<file path="src/rtl/uart_rx_frame_ctrl.sv">
// UART receive framer: hunts for SYNC_BYTE, collects LEN/payload/XOR checksum,
// and releases only checksum-verified payloads through a valid/ready stream.
module uart_rx_frame_ctrl #(
    parameter logic [7:0] SYNC_BYTE      = 8'hA5,
    parameter int         MAX_LEN        = 16,
    parameter int         TIMEOUT_CYCLES = 50000
) (
    input  logic       clk,
    input  logic       rst,
    input  logic       rx_valid,
    input  logic [7:0] rx_byte,
    output logic [7:0] out_data,
    output logic       out_valid,
    input  logic       out_ready,
    output logic       out_last,
    output logic [7:0] out_len,
    output logic       busy,
    output logic       err_chk,
    output logic       err_len,
    output logic       err_timeout,
    output logic       rx_drop
);
    localparam int PW = $clog2(MAX_LEN) + 1;
    localparam int AW = $clog2(MAX_LEN);
    localparam int CW = $clog2(TIMEOUT_CYCLES);
    // Timeout fires on the edge where the idle count would reach TIMEOUT_CYCLES-1.
    localparam logic [CW-1:0] IDLE_LAST = CW'(TIMEOUT_CYCLES - 2);
    localparam logic [7:0]    MAX_LEN_B = 8'(MAX_LEN);

    typedef enum logic [2:0] {HUNT, LEN, PAYLOAD, CHK, DRAIN} state_t;

    state_t        state, state_nxt;
    logic [7:0]    len, len_nxt;
    logic [7:0]    chk, chk_nxt;
    logic [PW-1:0] wr_ptr, wr_ptr_nxt;
    logic [PW-1:0] rd_ptr, rd_ptr_nxt;
    logic [CW-1:0] idle, idle_nxt;
    logic [7:0]    data_nxt, olen_nxt;
    logic          valid_nxt, last_nxt, busy_nxt;
    logic          e_chk_nxt, e_len_nxt, e_to_nxt, drop_nxt;
    logic          mem_we;
    logic [7:0]    mem [MAX_LEN];
    logic [7:0]    len_m1;
    logic [PW-1:0] rd_inc;

    assign len_m1 = len - 8'd1;
    assign rd_inc = rd_ptr + PW'(1);

    always_comb begin
        state_nxt  = state;
        len_nxt    = len;
        chk_nxt    = chk;
        wr_ptr_nxt = wr_ptr;
        rd_ptr_nxt = rd_ptr;
        idle_nxt   = idle;
        data_nxt   = out_data;
        olen_nxt   = out_len;
        valid_nxt  = out_valid;
        last_nxt   = out_last;
        e_chk_nxt  = 1'b0;
        e_len_nxt  = 1'b0;
        e_to_nxt   = 1'b0;
        drop_nxt   = 1'b0;
        mem_we     = 1'b0;

        case (state)
            HUNT: begin
                if (rx_valid && rx_byte == SYNC_BYTE) begin
                    state_nxt = LEN;
                    chk_nxt   = 8'd0;
                    idle_nxt  = '0;
                end
            end
            LEN: begin
                if (rx_valid) begin
                    if (rx_byte != 8'd0 && rx_byte <= MAX_LEN_B) begin
                        len_nxt    = rx_byte;
                        chk_nxt    = rx_byte;
                        wr_ptr_nxt = '0;
                        state_nxt  = PAYLOAD;
                    end else begin
                        e_len_nxt = 1'b1;
                        state_nxt = HUNT;
                    end
                end
            end
            PAYLOAD: begin
                if (rx_valid) begin
                    mem_we     = 1'b1;
                    chk_nxt    = chk ^ rx_byte;
                    wr_ptr_nxt = wr_ptr + PW'(1);
                    if (8'(wr_ptr) == len_m1) state_nxt = CHK;
                end
            end
            CHK: begin
                if (rx_valid) begin
                    if (rx_byte == chk) begin
                        state_nxt  = DRAIN;
                        rd_ptr_nxt = '0;
                        valid_nxt  = 1'b1;
                        data_nxt   = mem[{AW{1'b0}}];
                        olen_nxt   = len;
                        last_nxt   = (len == 8'd1);
                    end else begin
                        e_chk_nxt = 1'b1;
                        state_nxt = HUNT;
                    end
                end
            end
            DRAIN: begin
                drop_nxt = rx_valid;
                if (out_valid && out_ready) begin
                    if (8'(rd_ptr) == len_m1) begin
                        valid_nxt = 1'b0;
                        last_nxt  = 1'b0;
                        state_nxt = HUNT;
                    end else begin
                        rd_ptr_nxt = rd_inc;
                        data_nxt   = mem[rd_inc[AW-1:0]];
                        last_nxt   = (8'(rd_inc) == len_m1);
                    end
                end
            end
            default: state_nxt = HUNT;
        endcase

        // A byte arriving on the terminal cycle takes priority over the timeout.
        if (state inside {LEN, PAYLOAD, CHK}) begin
            if (rx_valid) begin
                idle_nxt = '0;
            end else if (idle == IDLE_LAST) begin
                idle_nxt  = '0;
                e_to_nxt  = 1'b1;
                state_nxt = HUNT;
            end else begin
                idle_nxt = idle + CW'(1);
            end
        end

        busy_nxt = (state_nxt != HUNT);
    end

    always_ff @(posedge clk or negedge rst) begin
        if (!rst) begin
            state       <= HUNT;
            len         <= 8'd0;
            chk         <= 8'd0;
            wr_ptr      <= '0;
            rd_ptr      <= '0;
            idle        <= '0;
            out_data    <= 8'd0;
            out_len     <= 8'd0;
            out_valid   <= 1'b0;
            out_last    <= 1'b0;
            busy        <= 1'b0;
            err_chk     <= 1'b0;
            err_len     <= 1'b0;
            err_timeout <= 1'b0;
            rx_drop     <= 1'b0;
        end else begin
            state       <= state_nxt;
            len         <= len_nxt;
            chk         <= chk_nxt;
            wr_ptr      <= wr_ptr_nxt;
            rd_ptr      <= rd_ptr_nxt;
            idle        <= idle_nxt;
            out_data    <= data_nxt;
            out_len     <= olen_nxt;
            out_valid   <= valid_nxt;
            out_last    <= last_nxt;
            busy        <= busy_nxt;
            err_chk     <= e_chk_nxt;
            err_len     <= e_len_nxt;
            err_timeout <= e_to_nxt;
            rx_drop     <= drop_nxt;
        end
    end

    always_ff @(posedge clk) begin
        if (mem_we) mem[wr_ptr[AW-1:0]] <= rx_byte;
    end

endmodule
</file>
<file path="config.mk">
export PLATFORM = sky130hd
export DESIGN_NAME = uart_rx_frame_ctrl
export DESIGN_NICKNAME = d
export VERILOG_FILES = /design/src/rtl/uart_rx_frame_ctrl.sv
export SDC_FILE = /design/constraint.sdc
export NUM_CORES = 1
export LEC_CHECK = 0
export ABC_CLOCK_PERIOD_IN_PS = 3600
export BUFFER_PORTS_ARGS = -buffer_cell sky130_fd_sc_hd__buf_2
export CAP_MARGIN = 20
export CORE_AREA = 5 5 160 162
export CTS_BUF_LIST = sky130_fd_sc_hd__clkbuf_8
export CTS_CLUSTER_SIZE = 8
export DETAILED_ROUTE_END_ITERATION = 7
export DIE_AREA = 0 0 165 167
export GPL_ROUTABILITY_DRIVEN = 0
export SETUP_SLACK_MARGIN = 0.2
export SLEW_MARGIN = 5
export SYNTH_ARGS = -nofsm -noshare
export SYNTH_HDL_FRONTEND = slang
export SYNTH_SLANG_ARGS = --single-unit
</file>
<file path="constraint.sdc">
create_clock -name clk -period 3.6 [get_ports clk]
set_input_delay 0.54 -clock clk [delete_from_list [all_inputs] [get_ports clk]]
set_output_delay 0.54 -clock clk [all_outputs]
set_load 0.02 [all_outputs]
</file>
# == Yosys cells after proc, flatten, opt, wreduce, memory -nomap -nowiden ==
# Memory sizes are Yosys's and may differ from the RTL's.
# Index checks and enable logic that the tools add are counted.
# totals
ff_bits,68
mem_bits_rw,128
in_bits,12
output_inout_bits,23
elab_cells,123
n_memories,1
# op_classes
add_sub_neg,4
order_cmp,1
eq_ne,20
n_mux,61
n_bitwise,1
reduce_logical,20
# memory_table
memory,words,word_bits,read_ports,rd_ports_with_merged_regs,wr,line_no,text
mem,16,8,2,0,1,42,logic [7:0] mem [MAX_LEN];
# op_table
op,count
two-way mux 16 bit,5
two-way mux 8 bit,8
two-way mux 5 bit,7
two-way mux 3 bit,11
equality test 5 x 8 -> 1 bit,3
case mux 8 bit (3 select lines),1
two-way mux 1 bit,22
case mux 5 bit (2 select lines),2
"!= test 2 bit, second input constant",9
"adder 16 x 1 -> 16 bit, second input constant",1
"equality test 16 bit, second input constant",1
case mux 8 bit (2 select lines),1
case mux 3 bit (5 select lines),1
AND reduction 5 bit,3
"adder 5 x 1 -> 5 bit, second input constant",2
nonzero test 3 bit,3
"equality test 8 x 1 -> 1 bit, second input constant",1
equality test 8 bit,1
"equality test 8 bit, second input constant",1
"<= comparator 8 x 5 -> 1 bit, second input constant",1
AND reduction 4 bit,2
nonzero test 2 bit,4
nonzero test 8 bit,1
"subtractor 8 x 1 -> 8 bit, second input constant",1
other kinds (10),15

# == Logic depth before layout (Yosys ltp) ==
# logic_depth
depth_word,9
mapped_depth,11
depth_no_buf,8

# == Worst setup path before layout ==
# No wires, ideal clock.
# synth_path
path_kind,reg-to-reg
from,reg len[0]
to,reg out_data[0]
setup_ns,0.125
arrival_ns,2.485
path_slack_ns,0.990
path_stages_with_launch,12
period_less_slack_ns,2.610
cell_sequence,dfrtp_1 > buf_6 > inv_1 > ha_1 > buf_2 > or3b_1 > o211ai_1 > a21oi_2 > a311oi_4 > or2_4 > buf_6 > mux2_4
# synth_between
elab_chain_cells,4
# synth_lines
element,line_no,text
start: declaration,33,"logic [7:0] len, len_nxt;"
start signal: assignment,162,len <= len_nxt;
subtractor 8 x 1 -> 8 bit,46,assign len_m1 = len - 8'd1;
equality test 5 x 8 -> 1 bit,113,if (8'(rd_ptr) == len_m1) begin
!= test 2 bit (no line),--,
AND reduction 5 bit (no line),--,
end signal: assignment,167,out_data <= data_nxt;
end: declaration,12,"output logic [7:0] out_data,"
# No other way between the ends.
# A chain may end at the register's enable or synchronous reset.

# == Worst setup path in the final report ==
# layout_path
from,reg len[0]
to,reg out_data[7]
# The elaborated chain is that of the path after synthesis.

==> results.txt <==
* Area of the core: 23960 sq um
- Insertion delay of the later-clocked pin in the worst-skew pair: 470 ps
- The run finished with clean final reports.
- Number of violations reported at the end of detailed-routing iteration 0: 477
- Max-capacitance violation count: 0
- Per report_power, the clock group accounts for 34.9% of the total.
- The routed design has 19360 um of wire.
- Buffers inserted during clock tree synthesis total 17.
- Startpoint of the worst-slack reg-to-reg timing path: len[0]
* CP Capture Type: flop
* Required time reported for the critical path endpoint: 3970 ps
- FMAX: 344.1 MHz
- 0 antenna diodes ended up in the layout.
* Number of instances on the worst hold path: 4
- Endpoint of the lowest-slack register-to-register path: out_data[7]
- Final #Nets: 695
- Fraction of registers with async set or reset after synthesis: 34.69%
* Buffers added on ports: 34
- Layout cell share with drive strength beyond 1: 23.58%
- Detailed Place HPWL: 12720 um
* Post-route antenna net violation count: 0
* Clock transition at the registers of the reported paths: 100 ps
- Number of synthesized flops with an enable pin: 128
- In this run the deepest clock path goes through 2 buffers.
* Part of the total power dissipated in sequential elements: 61.8%
* Max-slew headroom at the worst pin: 39.32%
* Switching portion of total power: 23.14%
- Summed over all nets, the switching power comes to 0.9146 mW.
* # resized after CTS: 0
- Remaining routing DRC violations: 0
* Worst-case clock skew: 15.49 ps
- Area growth from synthesis to layout: 10.78%
* Yosys reg bits: 196
- For the worst flop-to-flop path, the logic depth is 8.
* Avg Inst Size Synth: 14.19 sq um
* Start-to-end type of the worst setup path: reg2reg
- Share of power burned in combinational logic: 3.3%
- In the synthesized netlist the dominant register cell turns out to be edfxtp_1.
- Counting every net in the synthesized netlist gives 652.
- The H-tree generated during clock tree synthesis spans 4 levels.
* Antenna violations before repair: 0
* Highest ir drop seen on vdd: 0.1698 mV
- The number of global-route vias before repair was 5507.
- For the finished layout, the period the worst path requires is 2906 ps.
- TritonCTS clock tree: yes
* Aggregate global routing overflow: 0
- The worst setup path is launched from a flop.
* Ratio of final minimum period to clock period: 80.72%
- Global-route wire length before repair: 31110 um
- Netlist area before placement: 8952 sq um
* Number of fillers in the final layout: 2230
* Hold violation total from the final report: 0
- For this design the ratio of total power to cell area is 398.5 nW/um^2.
* Leakage power: 3.661 nW
* Number of top-level design ports: 35
- Internal power comes to 3.038 mW.
- Post-Syn Instances: 631
- The worst hold path terminates at out_valid.
- After floorplanning, the core was divided into 57 placement rows.
* Pin count of the biggest net entering global routing: 54
- In this run the most critical hold path is launched from out_ready.
- The floorplan step set the die width to 165 um.
- Min-Delay Path Class: in2reg
- After detailed routing, the number of vias per cell comes to 5.347.
* Worst Setup SP: len[0]
- The floorplan step set the die height to 167 um.
- The number of max-slew violations in the final report came to 0.
- Setup TNS: 0 ps
- For this run, the total global-route usage over all layers was measured as 14.73%.
- Across all hold checks on the routed design, the worst slack comes to 390.9 ps.
- Synth Warn #: 0
* Total clock sinks: 196
- For the pin with the worst max-slew slack, the measured transition is 906.8 ps.
- Routed length per placed instance: 19.15 um
* Worst path arrival time: 3270 ps
* Setup repair after global routing missed its margin: no
- Post-CTS setup buffers: 0
- Setup slack on the worst reg-to-reg path comes out at 690 ps.
- Counting distinct cell types in the post-synthesis netlist gives 70.
- Portion of the post-synthesis area used by sequential elements: 61.94%
* Effective utilization at floorplan: 37.36%
* Number of setup violations in the final report: 0
- Routed via count: 5406
- Clock Root Buffer: clkbuf_8
- Worst Path Max Fanout: 11
- Number of optimization iterations in the first detailed-route pass: 5
- Die area: 27560 sq um
layout make-up:
cell class	instances	area [sq um]	share of cell area (%)
inverters	10	37.54	0.3785
clock buffers	18	247.7	2.498
well taps	324	405.4	4.088
clock inverters	14	132.6	1.337
multi-input cells	391	3194	32.21
flip-flops and latches	196	5547	55.93
repair buffers	58	352.8	3.558
synth_stat cells, drive strengths merged, types with 7 or more instances:
master / count / area share [%]
edfxtp: 128 / 43
dfrtp: 68 / 19
nand2: 45 / 1.9
nor2: 39 / 1.6
o21ai: 36 / 2.0
mux4: 32 / 8.1
nor3: 26 / 1.6
mux2: 25 / 3.4
clkbuf: 18 / 0.75
xnor2: 17 / 1.7
buf: 16 / 1.2
xor2: 14 / 1.5
nor2b: 12 / 0.84
nand3: 11 / 0.61
a21oi: 10 / 0.60
inv: 10 / 0.42
nand4: 10 / 0.70
ha: 9 / 1.3
mux2i: 9 / 1.0
nand2b: 9 / 0.63
a221o: 7 / 0.78
state kept, by name, indices dropped and copies added (netlist names), 3 cells and up:
signal / flops
mem: 128
len: 8
state: 3
rd_ptr: 5
wr_ptr: 5
out_len: 8
out_data: 8
chk: 8
idle: 16
metrics by stage:
| stage | cells | setup WS, ps | util [%] | cell area, sq um | power [mW] |
|---|---|---|---|---|---|
| 5_1_grt | 1011 | 509.0 | 41.38 | 9917 | 4.099 |
| 2_1_floorplan | 631 | 990.3 | - | 8952 | 2.548 |
| 6_report | 1011 | 694.0 | 41.38 | 9917 | 3.952 |
| 3_3_place_gp | 978 | 665.0 | 39.76 | 9527 | 2.613 |
| 4_1_cts | 1011 | 702.7 | 41.38 | 9917 | 3.983 |
| 3_5_place_dp | 978 | 545.3 | 39.76 | 9527 | 2.622 |
cell usage in the layout, fill, tap and decap left out, types with 6 or more instances in the layout:
master    Yosys  final
nor2_1       39     39
inv_1        10     13
mux2i_1       9      9
dfrtp_1      68     67
clkbuf_8      0     18
nand4_1      10     10
edfxtp_1    128    128
xor2_1       12     12
buf_4         2     23
xnor2_1      17     17
mux4_2       32     32
nand3_1      11     11
nor3_1       25     25
mux2_2       19     19
mux2_4        6      6
a21oi_1       9      9
nand2_1      45     45
ha_1          9      9
nand2b_1      9      9
a221o_1       7      7
o21ai_0      35     35
nor2b_1      12     12
buf_2         8     34
nand3b_1      6      6
cell families after synthesis:
logic type	count (synthesis)	share of synthesized area [%]
buf+inv	44	2.376
compound gates	83	6.485
simple gates	202	12.29
fa+ha+maj	9	1.258
flops	196	61.94
mux	66	12.45
xor+xnor	31	3.201
critical path, cell delays in order, from the launching register on:
cell      delay, ps
dfrtp_1         500
inv_1           130
ha_1            350
or3b_1          460
o211ai_1        230
a21oi_2          80
a311oi_4        390
or2_4           310
mux2_2          350
what timing repair did:
item | CTS | global route
endpoints found under the hold margin | 15 | 0
endpoints found under the setup margin | 0 | 0
hold buffers | 1 | 0
power groups by stage:
stage,clock [mW],combinational [mW],sequential [mW]
after floorplan,0,0.0659,2.48
after global placement,0,0.125,2.49
after detailed placement,0,0.133,2.49
after CTS,1.41,0.134,2.44
after global routing,1.50,0.150,2.44
final,1.38,0.131,2.44
metal layers:
layer | vias to the layer above | wire length [um] | global-route usage [%]
met2 | 133 | 9893 | 24.29
li1 | 2481 | - | -
met5 | - | 0 | 0
met1 | 2775 | 8436 | 19.84
met3 | 17 | 813 | 2.966
met4 | 0 | 214 | 4.014
how the worst max path moves through the flow:
| stage | cells past startpoint | slack [ps] | end |
|---|---|---|---|
| 2_1_floorplan | 11 | 990 | out_data[0] |
| 3_3_place_gp | 7 | 670 | chk[6] |
| 3_5_place_dp | 7 | 550 | chk[7] |
| 4_1_cts | 8 | 700 | out_data[7] |
| 5_1_grt | 6 | 510 | chk[7] |
| 6_report | 8 | 690 | out_data[7] |
Power figures use the tool's default switching activity.
